**src/rtl/eva_intr_pkg.sv**
```systemverilog
// rtl/eva_intr_pkg.sv - shared types and constants for the interrupt controller
//
// Purpose: per-channel trigger mode encoding, presenter FSM states and the
// all-ones pattern used to derive the drop-counter saturation value.
// Ports: none (package).
package eva_intr_pkg;

    typedef enum logic [1:0] {
        MODE_RISE  = 2'b00,
        MODE_FALL  = 2'b01,
        MODE_LEVEL = 2'b10,
        MODE_OFF   = 2'b11
    } mode_e;

    typedef enum logic {
        ST_IDLE    = 1'b0,
        ST_PRESENT = 1'b1
    } state_e;

    // Widest supported drop counter; the controller slices this to CNT_W bits
    // to obtain its saturation value 2^CNT_W-1.
    localparam int                       OVF_CNT_MAX_W = 32;
    localparam logic [OVF_CNT_MAX_W-1:0] OVF_SAT_ONES  = '1;

endpackage

```
**src/rtl/eva_intr_arb.sv**
```systemverilog
// rtl/eva_intr_arb.sv - combinational channel arbiter, fixed or round-robin
//
// Purpose: picks one requesting channel. ARB_RR=1 searches upward from rr_ptr
// with wrap; ARB_RR=0 picks the lowest requesting index.
// Ports:
//   req    - masked pending requests, one bit per channel
//   rr_ptr - round-robin search start index
//   winner - selected channel index (0 when valid is low)
//   valid  - at least one request present
module eva_intr_arb #(
    parameter  int NUM_CH = 8,
    parameter  int ARB_RR = 1,
    localparam int IDX_W  = $clog2(NUM_CH)
) (
    input  logic [NUM_CH-1:0] req,
    input  logic [IDX_W-1:0]  rr_ptr,
    output logic [IDX_W-1:0]  winner,
    output logic              valid
);

    logic [IDX_W-1:0] idx;

    // (base + k) mod NUM_CH, valid for non-power-of-two channel counts too
    function automatic logic [IDX_W-1:0] rot_idx(input logic [IDX_W-1:0] base, input int k);
        int s;
        s = int'(base) + k;
        if (s >= NUM_CH) s -= NUM_CH;
        return IDX_W'(s);
    endfunction

    always_comb begin
        winner = '0;
        valid  = 1'b0;
        idx    = '0;
        for (int k = 0; k < NUM_CH; k++) begin
            idx = (ARB_RR != 0) ? rot_idx(rr_ptr, k) : IDX_W'(k);
            if (!valid && req[idx]) begin
                valid  = 1'b1;
                winner = idx;
            end
        end
    end

endmodule

```
**src/rtl/eva_intr_ctrl.sv**
```systemverilog
// rtl/eva_intr_ctrl.sv - interrupt controller with pending register and event presenter
//
// Purpose: detects per-channel edge/level events, latches them into a pending
// register, counts edge events lost to an already-pending channel, and presents
// one unmasked pending channel at a time over a valid/ready handshake.
// Ports:
//   clk, rst_n         - clock, synchronous active-low reset
//   intr_in            - raw interrupt lines
//   mode_cfg           - 2 bits per channel: rise / fall / level-high / disabled
//   mask               - 1 excludes a channel from arbitration (pend still sets)
//   evt_valid, evt_id  - presented event and its channel index
//   evt_ready          - consumer accepts the presented event
//   pend               - pending register
//   ovf_cnt, ovf_clr   - saturating dropped-edge counter and its clear
module eva_intr_ctrl
    import eva_intr_pkg::*;
#(
    parameter  int NUM_CH = 8,
    parameter  int CNT_W  = 8,
    parameter  int ARB_RR = 1,
    localparam int IDX_W  = $clog2(NUM_CH)
) (
    input  logic                clk,
    input  logic                rst_n,
    input  logic [NUM_CH-1:0]   intr_in,
    input  logic [2*NUM_CH-1:0] mode_cfg,
    input  logic [NUM_CH-1:0]   mask,
    output logic                evt_valid,
    output logic [IDX_W-1:0]    evt_id,
    input  logic                evt_ready,
    output logic [NUM_CH-1:0]   pend,
    output logic [CNT_W-1:0]    ovf_cnt,
    input  logic                ovf_clr
);

    localparam logic [CNT_W-1:0] OVF_SAT = OVF_SAT_ONES[CNT_W-1:0];

    logic [NUM_CH-1:0] intr_ff;
    logic [NUM_CH-1:0] hit;
    logic [NUM_CH-1:0] edge_mode;
    logic [NUM_CH-1:0] off_mode;
    logic [NUM_CH-1:0] clr;
    logic [NUM_CH-1:0] drop;
    logic [NUM_CH-1:0] pend_nxt;
    logic [5:0]        drop_cnt;
    logic [CNT_W+5:0]  ovf_sum;
    logic [CNT_W-1:0]  ovf_nxt;
    logic              handshake;

    state_e            state;
    state_e            state_nxt;
    logic [IDX_W-1:0]  rr_ptr;
    logic [IDX_W-1:0]  rr_ptr_nxt;
    logic [IDX_W-1:0]  evt_id_nxt;
    logic [IDX_W-1:0]  win_id;
    logic              win_valid;

    always_comb begin
        hit       = '0;
        edge_mode = '0;
        off_mode  = '0;
        for (int i = 0; i < NUM_CH; i++) begin
            case (mode_e'(mode_cfg[2*i +: 2]))
                MODE_RISE: begin
                    hit[i]       = intr_in[i] & ~intr_ff[i];
                    edge_mode[i] = 1'b1;
                end
                MODE_FALL: begin
                    hit[i]       = ~intr_in[i] & intr_ff[i];
                    edge_mode[i] = 1'b1;
                end
                MODE_LEVEL: hit[i] = intr_in[i];
                default:    off_mode[i] = 1'b1;
            endcase
        end
    end

    assign handshake = (state == ST_PRESENT) && evt_ready;
    assign clr       = handshake ? (NUM_CH'(1) << evt_id) : '0;

    // A new event wins over the handshake clear; disabled channels stay clear.
    assign pend_nxt  = ~off_mode & (hit | (pend & ~clr));

    // Drop: edge event onto a channel already pending and not being cleared now.
    assign drop      = edge_mode & hit & pend & ~clr;

    always_comb begin
        drop_cnt = '0;
        for (int i = 0; i < NUM_CH; i++) begin
            drop_cnt = drop_cnt + 6'(drop[i]);
        end
    end

    assign ovf_sum = {6'b0, ovf_cnt} + {{CNT_W{1'b0}}, drop_cnt};
    assign ovf_nxt = ovf_clr                  ? '0      :
                     (ovf_sum > {6'b0, OVF_SAT}) ? OVF_SAT :
                     ovf_sum[CNT_W-1:0];

    eva_intr_arb #(
        .NUM_CH (NUM_CH),
        .ARB_RR (ARB_RR)
    ) u_arb (
        .req    (pend & ~mask),
        .rr_ptr (rr_ptr),
        .winner (win_id),
        .valid  (win_valid)
    );

    // Presenter: evt_id is captured on entry to PRESENT and frozen until the
    // handshake, so mask/mode changes cannot alter an event already shown.
    always_comb begin
        state_nxt  = state;
        evt_id_nxt = evt_id;
        rr_ptr_nxt = rr_ptr;
        case (state)
            ST_IDLE: begin
                if (win_valid) begin
                    state_nxt  = ST_PRESENT;
                    evt_id_nxt = win_id;
                    rr_ptr_nxt = (win_id == IDX_W'(NUM_CH-1)) ? '0 : win_id + IDX_W'(1);
                end
            end
            ST_PRESENT: begin
                if (evt_ready) state_nxt = ST_IDLE;
            end
            default: state_nxt = ST_IDLE;
        endcase
    end

    assign evt_valid = (state == ST_PRESENT);

    always_ff @(posedge clk) begin
        if (!rst_n) begin
            state   <= ST_IDLE;
            evt_id  <= '0;
            rr_ptr  <= '0;
            intr_ff <= '0;
            pend    <= '0;
            ovf_cnt <= '0;
        end else begin
            state   <= state_nxt;
            evt_id  <= evt_id_nxt;
            rr_ptr  <= rr_ptr_nxt;
            intr_ff <= intr_in;
            pend    <= pend_nxt;
            ovf_cnt <= ovf_nxt;
        end
    end

endmodule

```
**config.mk**
```make
export PLATFORM = sky130hd
export DESIGN_NAME = eva_intr_ctrl
export DESIGN_NICKNAME = d
export VERILOG_FILES = /design/src/rtl/eva_intr_pkg.sv /design/src/rtl/eva_intr_arb.sv /design/src/rtl/eva_intr_ctrl.sv
export SDC_FILE = /design/constraint.sdc
export NUM_CORES = 1
export LEC_CHECK = 0
export CORE_MARGIN = 3
export CORE_UTILIZATION = 40
export CTS_BUF_LIST = sky130_fd_sc_hd__clkbuf_4
export DETAILED_ROUTE_END_ITERATION = 10
export HOLD_SLACK_MARGIN = 0.1
export PLACE_DENSITY_LB_ADDON = 0.3
export REMOVE_ABC_BUFFERS = 1
export SETUP_SLACK_MARGIN = 0.2
export SYNTH_ARGS = -nofsm -noshare
export SYNTH_HDL_FRONTEND = slang
export SYNTH_SLANG_ARGS = --single-unit
```
**constraint.sdc**
```tcl
create_clock -name clk -period 4.9 [get_ports clk]
set_clock_uncertainty 0.05 [all_clocks]
set_input_delay 0.98 -clock clk [delete_from_list [all_inputs] [get_ports clk]]
set_output_delay 0.98 -clock clk [all_outputs]
set_load 0.02 [all_outputs]
```
# After elaboration in Yosys (flattened, before gate mapping)
# Index checks and enable logic that the tools add are counted.
# W data, S select, Z words.
op_classes:
  eq_ne: 17
  n_mux: 70
  addsub: 24
  n_reduce_logical: 41
  shift: 1
  div_mod_pow: 0
  n_mul: 0
  bitwise: 44
  magnitude_cmp: 17
op_table:
  columns: ["operator", "n"]
  rows:
  - ["$mux W3", 17]
  - ["$and A8 B8 Y8", 6]
  - ["$mux W1", 34]
  - ["$lt A3 B4 Y1 const B", 8]
  - ["$ge A4 B4 Y1 const B", 7]
  - ["$bmux W1 S3", 8]
  - ["$not A8 Y8", 3]
  - ["$pmux W1 S3", 8]
  - ["$reduce_or A3 Y1", 8]
  - ["$sub A3 B1 Y3 const B", 8]
  - ["$not A1 Y1", 18]
  - ["$reduce_or A2 Y1", 9]
  - ["$add A3 B3 Y4 const B", 4]
  - ["$and A1 B1 Y1", 16]
  - ["$eq A2 B1 Y1 const B", 8]
  - ["$eq A2 B2 Y1 const B", 8]
  - ["$logic_not A2 Y1", 8]
  - ["$mux W8", 2]
  - ["$add A6 B1 Y6", 2]
  - ["$add A8 B6 Y9", 1]
  - ["$gt A9 B8 Y1 const B", 1]
  - ["$add A3 B2 Y4 const B", 2]
  - ["$logic_and A1 B1 Y1", 8]
  - ["$or A8 B8 Y8", 1]
  - ["other kinds (13)", 19]
word_totals:
  mem_count: 0
  ram_bits: 0
  register_bits: 31
  rom_bits: 0
  input_bits: 36
  latchBits: 0

# Longest topological paths before layout
logic_depth:
  depth_word: 28
  mapped_depth: 18
  mapped_depth_nobuf: 18

# Cells and area by module
# From an unflattened synthesis, not the netlist that was laid out.
unflattened:
  cells_unflattened: 319
  area_unflattened_um2: 2832.7
modules_own_cells:
  columns: ["mod", "n_inst", "area_per_inst_um2", "cells_each"]
  rows:
  - ["eva_intr_ctrl", 1, 1770.4, 204]
  - ["eva_intr_arb", 1, 1062.3, 115]

# Worst setup path after synthesis
# No wires, ideal clock.
synth_timing:
  kind: "input-to-reg"
  startpoint: "in evt_ready"
  endpoint: "reg ovf_cnt[7]"
  path_stages: 17
  arrival_ns: 4.555
  required_time_ns: 4.722
  slack_ns: 0.167
  setup_ns: 0.128
  path_buffers: 0
  path_cell_list: "nand3_1 -> o31ai_1 -> a211oi_1 -> fa_1 -> inv_1 -> fa_1 -> inv_1 -> fa_1 -> fa_1 -> inv_1 -> fa_1 -> nor2b_1 -> o21ai_0 -> nand2b_1 -> and2_1 -> nor4b_1 -> nor3_1"
synth_between:
  elab_chain_len: 14
synth_lines:
  columns: ["item", "line_no", "source"]
  rows:
  - ["start, declared", "eva_intr_ctrl.sv:30", "input logic evt_ready,"]
  - ["$logic_and A1 B1 Y1 (*)", "eva_intr_ctrl.sv:78", "assign handshake = (state == ST_PRESENT) && evt_ready;"]
  - ["$mux W8 (*)", "eva_intr_ctrl.sv:79", "assign clr = handshake ? (NUM_CH'(1) << evt_id) : '0;"]
  - ["$not A8 Y8 (*)", "eva_intr_ctrl.sv:85", "assign drop = edge_mode & hit & pend & ~clr;"]
  - ["$and A8 B8 Y8 (*)", "eva_intr_ctrl.sv:85", null]
  - ["$add A1 B1 Y2", "eva_intr_ctrl.sv:90", "drop_cnt = drop_cnt + 6'(drop[i]);"]
  - ["$add A2 B1 Y3", "eva_intr_ctrl.sv:90", null]
  - ["$add A3 B1 Y4", "eva_intr_ctrl.sv:90", null]
  - ["$add A4 B1 Y5", "eva_intr_ctrl.sv:90", null]
  - ["$add A5 B1 Y6", "eva_intr_ctrl.sv:90", null]
  - ["$add A6 B1 Y6", "eva_intr_ctrl.sv:90", null]
  - ["$add A6 B1 Y6 (*)", "eva_intr_ctrl.sv:90", null]
  - ["$add A8 B6 Y9 (*)", "eva_intr_ctrl.sv:94", "assign ovf_sum = {6'b0, ovf_cnt} + {{CNT_W{1'b0}}, drop_cnt};"]
  - ["$gt A9 B8 Y1", "eva_intr_ctrl.sv:96", "(ovf_sum > {6'b0, OVF_SAT}) ? OVF_SAT :"]
  - ["$mux W8 (*)", "eva_intr_ctrl.sv:96", null]
  - ["end signal, assigned", "eva_intr_ctrl.sv:146", "ovf_cnt <= ovf_nxt;"]
  - ["end, declared", "eva_intr_ctrl.sv:32", "output logic [CNT_W-1:0] ovf_cnt,"]
# Every way passes the cells marked *; elsewhere a longest branch is shown, timed or not.
# A chain may end at the register's enable or synchronous reset.

# Final worst setup path
layout_timing:
  startpoint: "in evt_ready"
  endpoint: "reg ovf_cnt[4]"
# The elaborated chain is that of the path after synthesis.

==> impl_metrics.xml <==
<?xml version="1.0" encoding="UTF-8"?>
<metrics>
  <group name="synthesis">
    <metric name="synth_largest_area_cell" unit="">sky130_fd_sc_hd__dfxtp_1</metric>
    <metric name="synth_xor_xnor_area_share" unit="">0.0252</metric>
    <metric name="synthDominantCellAreaShare" unit="">0.227</metric>
    <metric name="synth_compound_gate_area_share" unit="">0.207</metric>
    <metric name="register_area_share_after_synthesis" unit="">0.227</metric>
    <metric name="ys_seq_elements" unit="">31</metric>
    <metric name="postSynth.topFlopCell" unit="">sky130_fd_sc_hd__dfxtp_1</metric>
    <metric name="synth_enable_flop_cells" unit="">0</metric>
    <metric name="synth.avg_cell_area" unit="um2">8.73</metric>
    <metric name="syn_inst" unit="">313</metric>
    <metric name="yosysWarningCount" unit="">0</metric>
    <metric name="post_synth_fa_ha_maj_area_fraction" unit="">0.0824</metric>
    <metric name="mappedNetlistArea" unit="mm2">0.00273</metric>
    <metric name="cell_types_occupying_the_most_area_after_synthesis" unit="">sky130_fd_sc_hd__dfxtp_1 23%, sky130_fd_sc_hd__mux4_2 8.2%, sky130_fd_sc_hd__a21oi_1 5.5%</metric>
    <metric name="post_synth_num_cell_types" unit="">61</metric>
    <metric name="async_flop_share" unit="">0</metric>
    <metric name="synth_mux_area_frac" unit="">0.168</metric>
    <metric name="synth_top_family_by_area" unit="">simple AND/OR/NAND/NOR gates</metric>
    <metric name="synth-simple-area-share" unit="">0.244</metric>
  </group>
  <group name="clock_tree">
    <metric name="clock-sinks" unit="">31</metric>
    <metric name="cts_root_buffer" unit="">sky130_fd_sc_hd__clkbuf_4</metric>
    <metric name="clkSlewWorstSetupHoldPaths" unit="ns">0.10</metric>
    <metric name="worst_skew_pair.late_latency" unit="ns">0.35</metric>
    <metric name="tritoncts" unit="">built</metric>
    <metric name="numCtsBuffers" unit="">5</metric>
    <metric name="h-tree-depth" unit="">2</metric>
    <metric name="cts-root-to-sink-buffers" unit="">2</metric>
  </group>
  <group name="global_routing">
    <metric name="groute.usage.overall" unit="">0.203</metric>
    <metric name="antenna_found_initial" unit="">0</metric>
    <metric name="grt_overflow" unit="">0</metric>
    <metric name="grt_first_pass_wirelength" unit="um">12400</metric>
    <metric name="number_of_global_route_vias_before_repair" unit="">2578</metric>
    <metric name="grt_max_degree" unit="">18</metric>
  </group>
  <group name="floorplanning">
    <metric name="dieArea" unit="mm2">0.00786</metric>
    <metric name="dieWidth" unit="um">88.7</metric>
    <metric name="core_area" unit="mm2">0.00649</metric>
    <metric name="floorplan.initialDensity" unit="">0.421</metric>
    <metric name="rows" unit="">29</metric>
    <metric name="die_h" unit="um">88.7</metric>
    <metric name="ios" unit="">56</metric>
  </group>
  <group name="sta">
    <metric name="relSlewSlack" unit="">0.568</metric>
    <metric name="setup_viol" unit="">0</metric>
    <metric name="peak_freq" unit="MHz">223</metric>
    <metric name="worst_pin_slew" unit="ns">0.646</metric>
    <metric name="grt_setup_unrepaired" unit="">false</metric>
    <metric name="final.period_utilization" unit="">0.917</metric>
    <metric name="timing_max_transition_violations_final" unit="">0</metric>
    <metric name="layout_min_cycle_time" unit="ns">4.49</metric>
    <metric name="finalHoldViolCount" unit="">0</metric>
  </group>
  <group name="worst_setup_path">
    <metric name="critical_path.max_fanout" unit="">6</metric>
    <metric name="timing.setup.critical_path_class" unit="">primary input to register</metric>
    <metric name="critical_path.slowest_cell" unit="">sky130_fd_sc_hd__fa_1</metric>
    <metric name="cp.required" unit="ns">5.13</metric>
    <metric name="worstSetupStartpointType" unit="">primary input</metric>
    <metric name="worstPathCellList" unit="">dlygate4sd2_1 &gt; nand3_2 &gt; o31ai_4 &gt; a211oi_2 &gt; fa_1 &gt; inv_1 &gt; fa_1 &gt; inv_1 &gt; fa_1 &gt; fa_2 &gt; inv_1 &gt; fa_2 &gt; nor2b_1 &gt; o21ai_1 &gt; nand2b_1 &gt; and2_4 &gt; nand4_1 &gt; buf_4 &gt; a21oi_1</metric>
    <metric name="cpPeakStageDelay" unit="ns">0.54</metric>
    <metric name="timing.critical_path.arrival" unit="ns">4.72</metric>
    <metric name="worst_setup_path_end_kind" unit="">register</metric>
  </group>
  <group name="finish">
    <metric name="layout.area.seq" unit="um2">621</metric>
    <metric name="area_growth_syn_to_layout" unit="%">33.1</metric>
    <metric name="layout-drive-gt1-share" unit="">0.171</metric>
    <metric name="insertedDiodeCount" unit="">0</metric>
    <metric name="number_of_filler_cells_placed_in_the_layout" unit="">608</metric>
    <metric name="multiInputGateArea" unit="mm2">0.00203</metric>
    <metric name="stdcell_area" unit="mm2">0.00364</metric>
    <metric name="design.final.nets" unit="">442</metric>
  </group>
  <group name="power_and_ir_drop">
    <metric name="share_seq_of_total_power" unit="">0.263</metric>
    <metric name="internal-power" unit="uW">707</metric>
    <metric name="netSwitchingPower" unit="uW">538</metric>
    <metric name="vdd_drop_max" unit="mV">0.138</metric>
    <metric name="power.total" unit="mW">1.24</metric>
    <metric name="power.switching_fraction" unit="">0.432</metric>
    <metric name="power.density" unit="mW/mm2">342</metric>
    <metric name="leakage" unit="nW">1.39</metric>
    <metric name="power_share_of_the_clock_group" unit="">0.126</metric>
    <metric name="pwr-share-comb" unit="">0.611</metric>
  </group>
  <group name="route">
    <metric name="drt-vias-per-instance" unit="">5.76</metric>
    <metric name="route.detailed.wl_per_inst" unit="um">16.2</metric>
    <metric name="drt_drc_violations_left" unit="">0</metric>
    <metric name="num_vias" unit="">2702</metric>
    <metric name="antenna_left" unit="">0</metric>
    <metric name="first_iter_violations" unit="">156</metric>
    <metric name="detail_route.first_pass.iterations" unit="">4</metric>
    <metric name="wl" unit="um">7600</metric>
  </group>
  <group name="placement">
    <metric name="placement.io_buffers" unit="">55</metric>
    <metric name="gpl.final_weighted_congestion" unit="">0.896</metric>
    <metric name="detailed_place.area" unit="mm2">0.00350</metric>
    <metric name="dp_hpwl" unit="um">5960</metric>
  </group>
  <group name="min_path">
    <metric name="class_of_the_most_critical_hold_timing_path" unit="">register to register</metric>
  </group>
  <group name="status">
    <metric name="run_status" unit="">completed</metric>
  </group>
  <group name="job">
    <metric name="max_cap_violations" unit="">0</metric>
  </group>
</metrics>
final timing paths:
path,from,to,slack [ns],cells after the start
worst max register to register,evt_id[1],ovf_cnt[4],0.78,19
worst max-delay path,evt_ready,ovf_cnt[4],0.41,19
worst min register to register,ovf_cnt[7],ovf_cnt[7],0.49,2
worst min-delay path,ovf_cnt[7],ovf_cnt[7],0.49,2
cells in the mapped netlist, types with 2 or more instances:
cell / count
sky130_fd_sc_hd__ha_1: 10
sky130_fd_sc_hd__a21oi_1: 30
sky130_fd_sc_hd__mux2_2: 3
sky130_fd_sc_hd__nand3_1: 5
sky130_fd_sc_hd__a221oi_1: 2
sky130_fd_sc_hd__nor2b_1: 6
sky130_fd_sc_hd__o211ai_1: 2
sky130_fd_sc_hd__o21ai_1: 2
sky130_fd_sc_hd__buf_2: 2
sky130_fd_sc_hd__mux4_2: 10
sky130_fd_sc_hd__o21ai_0: 18
sky130_fd_sc_hd__fa_1: 5
sky130_fd_sc_hd__mux2_1: 2
sky130_fd_sc_hd__nor4_1: 4
sky130_fd_sc_hd__mux2i_1: 15
sky130_fd_sc_hd__nand4_1: 2
sky130_fd_sc_hd__nor2_1: 28
sky130_fd_sc_hd__a211oi_1: 7
sky130_fd_sc_hd__and2_1: 9
sky130_fd_sc_hd__clkinv_1: 2
sky130_fd_sc_hd__nand2_1: 10
sky130_fd_sc_hd__xnor2_1: 2
sky130_fd_sc_hd__a211o_1: 2
sky130_fd_sc_hd__xor2_1: 4
sky130_fd_sc_hd__nand2b_1: 14
sky130_fd_sc_hd__a21o_1: 3
sky130_fd_sc_hd__dfxtp_1: 31
sky130_fd_sc_hd__o22ai_1: 2
sky130_fd_sc_hd__o31ai_1: 7
sky130_fd_sc_hd__inv_1: 18
sky130_fd_sc_hd__clkbuf_1: 4
sky130_fd_sc_hd__nor3_1: 6
sky130_fd_sc_hd__a22oi_1: 2
sky130_fd_sc_hd__nand3b_1: 17
cells by family after synthesis:
family,count (synthesis)
XOR/XNOR,7
AO/OA/AOI/OAI,88
AND/OR/NAND/NOR,111
multiplexers,31
adder cells (fa/ha/maj),15
buffers and inverters,30
flip-flops,31
cell usage in the layout (no fill, tap or decap), drive strengths merged, types with 3 or more instances in the layout:
master          n
xnor2           3
a211oi          7
nand3           5
buf            24
dlymetal6s2s    4
nand2b         14
nor3            6
nand2          10
dfxtp          31
clkdlybuf4s50  50
fa              5
xor2            4
inv            19
nor2           28
nor2b           6
a21oi          30
o21ai          20
a21o            3
clkbuf          6
o31ai           8
nor4            4
nand3b         18
mux2i          15
mux2            5
mux4           11
clkinv          4
ha             10
and2           10
registers in the layout (all words and copies together) (netlist names):
register,flops
intr_ff,8
pend,8
evt_valid,1
ovf_cnt,8
evt_id,3
rr_ptr,3
per-layer routing:
metal,routed length (um),vias to the layer above,track usage,part of all wire
li1,-,1321,-,-
met1,3260,1291,0.254,0.43
met2,3890,77,0.356,0.51
met3,328,13,0.0335,0.043
met4,126,0,0.0618,0.017
met5,0,-,0,0
through the flow:
| step | setup TNS, ns | setup WS [ns] | hold WS (ns) | std cells | util |
|---|---|---|---|---|---|
| final | 0 | 0.407 | 0.490 | 469 | 0.560 |
| after CTS | 0 | 0.215 | 0.484 | 468 | 0.554 |
| after global placement | -2.93 | -0.398 | 0.469 | 458 | 0.538 |
| after detailed placement | -4.40 | -0.573 | 0.470 | 458 | 0.538 |
| after global routing | 0 | 0.176 | 0.534 | 469 | 0.560 |
| after floorplan | 0 | 0.169 | 0.536 | 305 | - |
critical path, delay by kind of cell:
kind                       cells  cell delay, ns
AOI/OAI and AO/OA              4            0.51
adders and majority gates      5            2.07
buffers and inverters          5            0.56
and+or+nand+nor                5            0.59
power groups by stage:
stage	Clock, mW	Sequential, mW	Combinational, mW
floorplan	0	0.369	0.463
CTS	0.159	0.327	0.759
detailed placement	0	0.330	0.745
finish	0.157	0.327	0.760
global route	0.172	0.333	0.831
global placement	0	0.331	0.738
cell type report:
type / count / area share
clock buffer: 6 / 0.0124
clock inverter: 2 / 0.00344
inverter: 22 / 0.0241
multi-input combinational: 252 / 0.560
sequential: 31 / 0.171
tap: 77 / 0.0265
timing repair buffer: 79 / 0.203
repair_timing:
action | 4_1_cts | 5_1_grt
gates resized for setup | 8 | 10
setup endpoints to repair | 8 | 8
pin swaps | 8 | 5
buffers inserted | 2 | 1
hold buffers | 0 | 0
No activity file was read; power rests on OpenSTA's default activity.
==> RTL edit (config.mk and constraints unchanged) <==
Register the input `mode_cfg` before use, without a reset. The logic sees it one clock later. The other inputs are not delayed to match.
--- a/src/rtl/eva_intr_ctrl.sv
+++ b/src/rtl/eva_intr_ctrl.sv
@@ -35,6 +35,12 @@
 
     localparam logic [CNT_W-1:0] OVF_SAT = OVF_SAT_ONES[CNT_W-1:0];
 
+    logic [2*NUM_CH-1:0] mode_cfg_q;
+
+    always_ff @(posedge clk) begin
+        mode_cfg_q <= mode_cfg;
+    end
+
     logic [NUM_CH-1:0] intr_ff;
     logic [NUM_CH-1:0] hit;
     logic [NUM_CH-1:0] edge_mode;
@@ -60,7 +66,7 @@
         edge_mode = '0;
         off_mode  = '0;
         for (int i = 0; i < NUM_CH; i++) begin
-            case (mode_e'(mode_cfg[2*i +: 2]))
+            case (mode_e'(mode_cfg_q[2*i +: 2]))
                 MODE_RISE: begin
                     hit[i]       = intr_in[i] & ~intr_ff[i];
                     edge_mode[i] = 1'b1;
Behaviour: not the same (a bounded check fails within 4 cycles, from zero or initial values and one cycle with rst_n low).
==> RTL edit against the unedited design <==
Die area up 8.7%; count of clock-buffer cells in the layout is 1 lower; critical path depth fell by 2; worst hold slack improved by 29 ps; design area is 6.1% higher; routed wire length is 0.11% higher; synthesized area up 9.4%; setup slack worse by 50 ps; sequential cell count grew 16; critical endpoint is now ovf_cnt[6]$_SDFF_PP0_; largest cell class unchanged; total power up 7.0%.
==> RTL edit: results (changes against the unedited design) <==
Hold Startpoint=ovf_cnt[7]$_SDFF_PP0_; Post-synth top cells=dfxtp_1 (47), a21oi_1 (29), o21ai_0 (22); adder-cell share of the synthesized area=7.535% (-0.71 points); Post-DP HPWL=5919 um (-0.66%); CP delay by family, top=adder cells; Vias=2,677 (-0.93%); Flop+latch power=461 uW (+41%); Util after Layout=54.96% (-1.0 points); Tot Pwr=1.331 mW (+7.0%); post-CTS sizing=7 (-1); Crit. Startpoint=intr_in[0]; R2R Setup Slk=640 ps (-140 ps); Clock Pin Slew Worst Setup and Hold Paths=130 ps (+30 ps); multiplexer area fraction after synthesis=10.00% (-6.8 points); Clock power frac=21.1% (+8.5 points); ratio of cells with drive above 1 in the final layout=14.54% (-2.6 points); Placed Cells=478 (+4.4%); Arrival @ worst endpoint=4740 ps (+20 ps); Worst path max stage delay=560 ps (+20 ps); Seq/Total Area, Yosys=31.48% (+8.8 points); first-pass GRT wire length=12,060 um (-3.0%); maximum VDD drop=0.2776 mV (+100%); Slew headroom=38.96% (-18 points); origin of the critical flop-to-flop path=evt_valid$_SDFF_PN0_; Post-Synth XOR/XNOR Area=1.758% (-0.76 points); P_leak=1.465 nW (+5.6%); synthesized area per cell=9.197 um^2 (+5.3%); Setup Buffers After CTS=1 (-1); H-tree Lvls=2 (unchanged); CTS Buf Count=5 (unchanged); final wirelength=7603 um (+0.11%); largest net degree at the start of global routing=26 (+8); post-synthesis compound-gate area fraction=24.28% (+3.5 points); dpl ws=-538.4 ps (+34.20 ps); hold slack final=519.2 ps (+29.05 ps); fin crit share=92.71% (+1.0 points); vias in the first global route=2,547 (-1.2%); Synth area leaders=dfxtp_1 (31%), mux4_2 (6.0%), nand3b_1 (5.0%); end of the critical path=ovf_cnt[6]$_SDFF_PP0_; Filler cells=636 (+4.6%); DR WL/cell=15.58 um (-3.8%); status=complete, no violations; placed cell area=0.003704 mm^2 (+5.9%)
RTL edit: changes by cell type in the layout (fill, tap and decap cells not counted), moves of 5 or more:
| cell | unedited run | this run |
|---|---|---|
| buf_4 | 24 | 14 |
| nand2b_1 | 14 | 6 |
| nor2_1 | 28 | 6 |
| nand2_1 | 10 | 16 |
| mux2i_1 | 15 | 7 |
| o21a_1 | 1 | 9 |
| o21ai_0 | 16 | 21 |
| dfxtp_1 | 31 | 47 |
RTL edit: layer usage:
metal	part of all wire (%)	GRT usage (%)	vias up
met4	0.97	4.579	0
li1	-	-	1344
met2	54	33.29	70
met3	4.4	2.193	6
met5	0	0	-
met1	41	20.67	1257
RTL edit: area by class of cell:
type	instances	area share, %
clock buffer	5	0.9731
clock inverter	3	1.752
inverter	23	2.238
multi-input combinational	245	50.66
sequential	47	24.39
tap	96	3.114
timing repair buffer	69	16.87
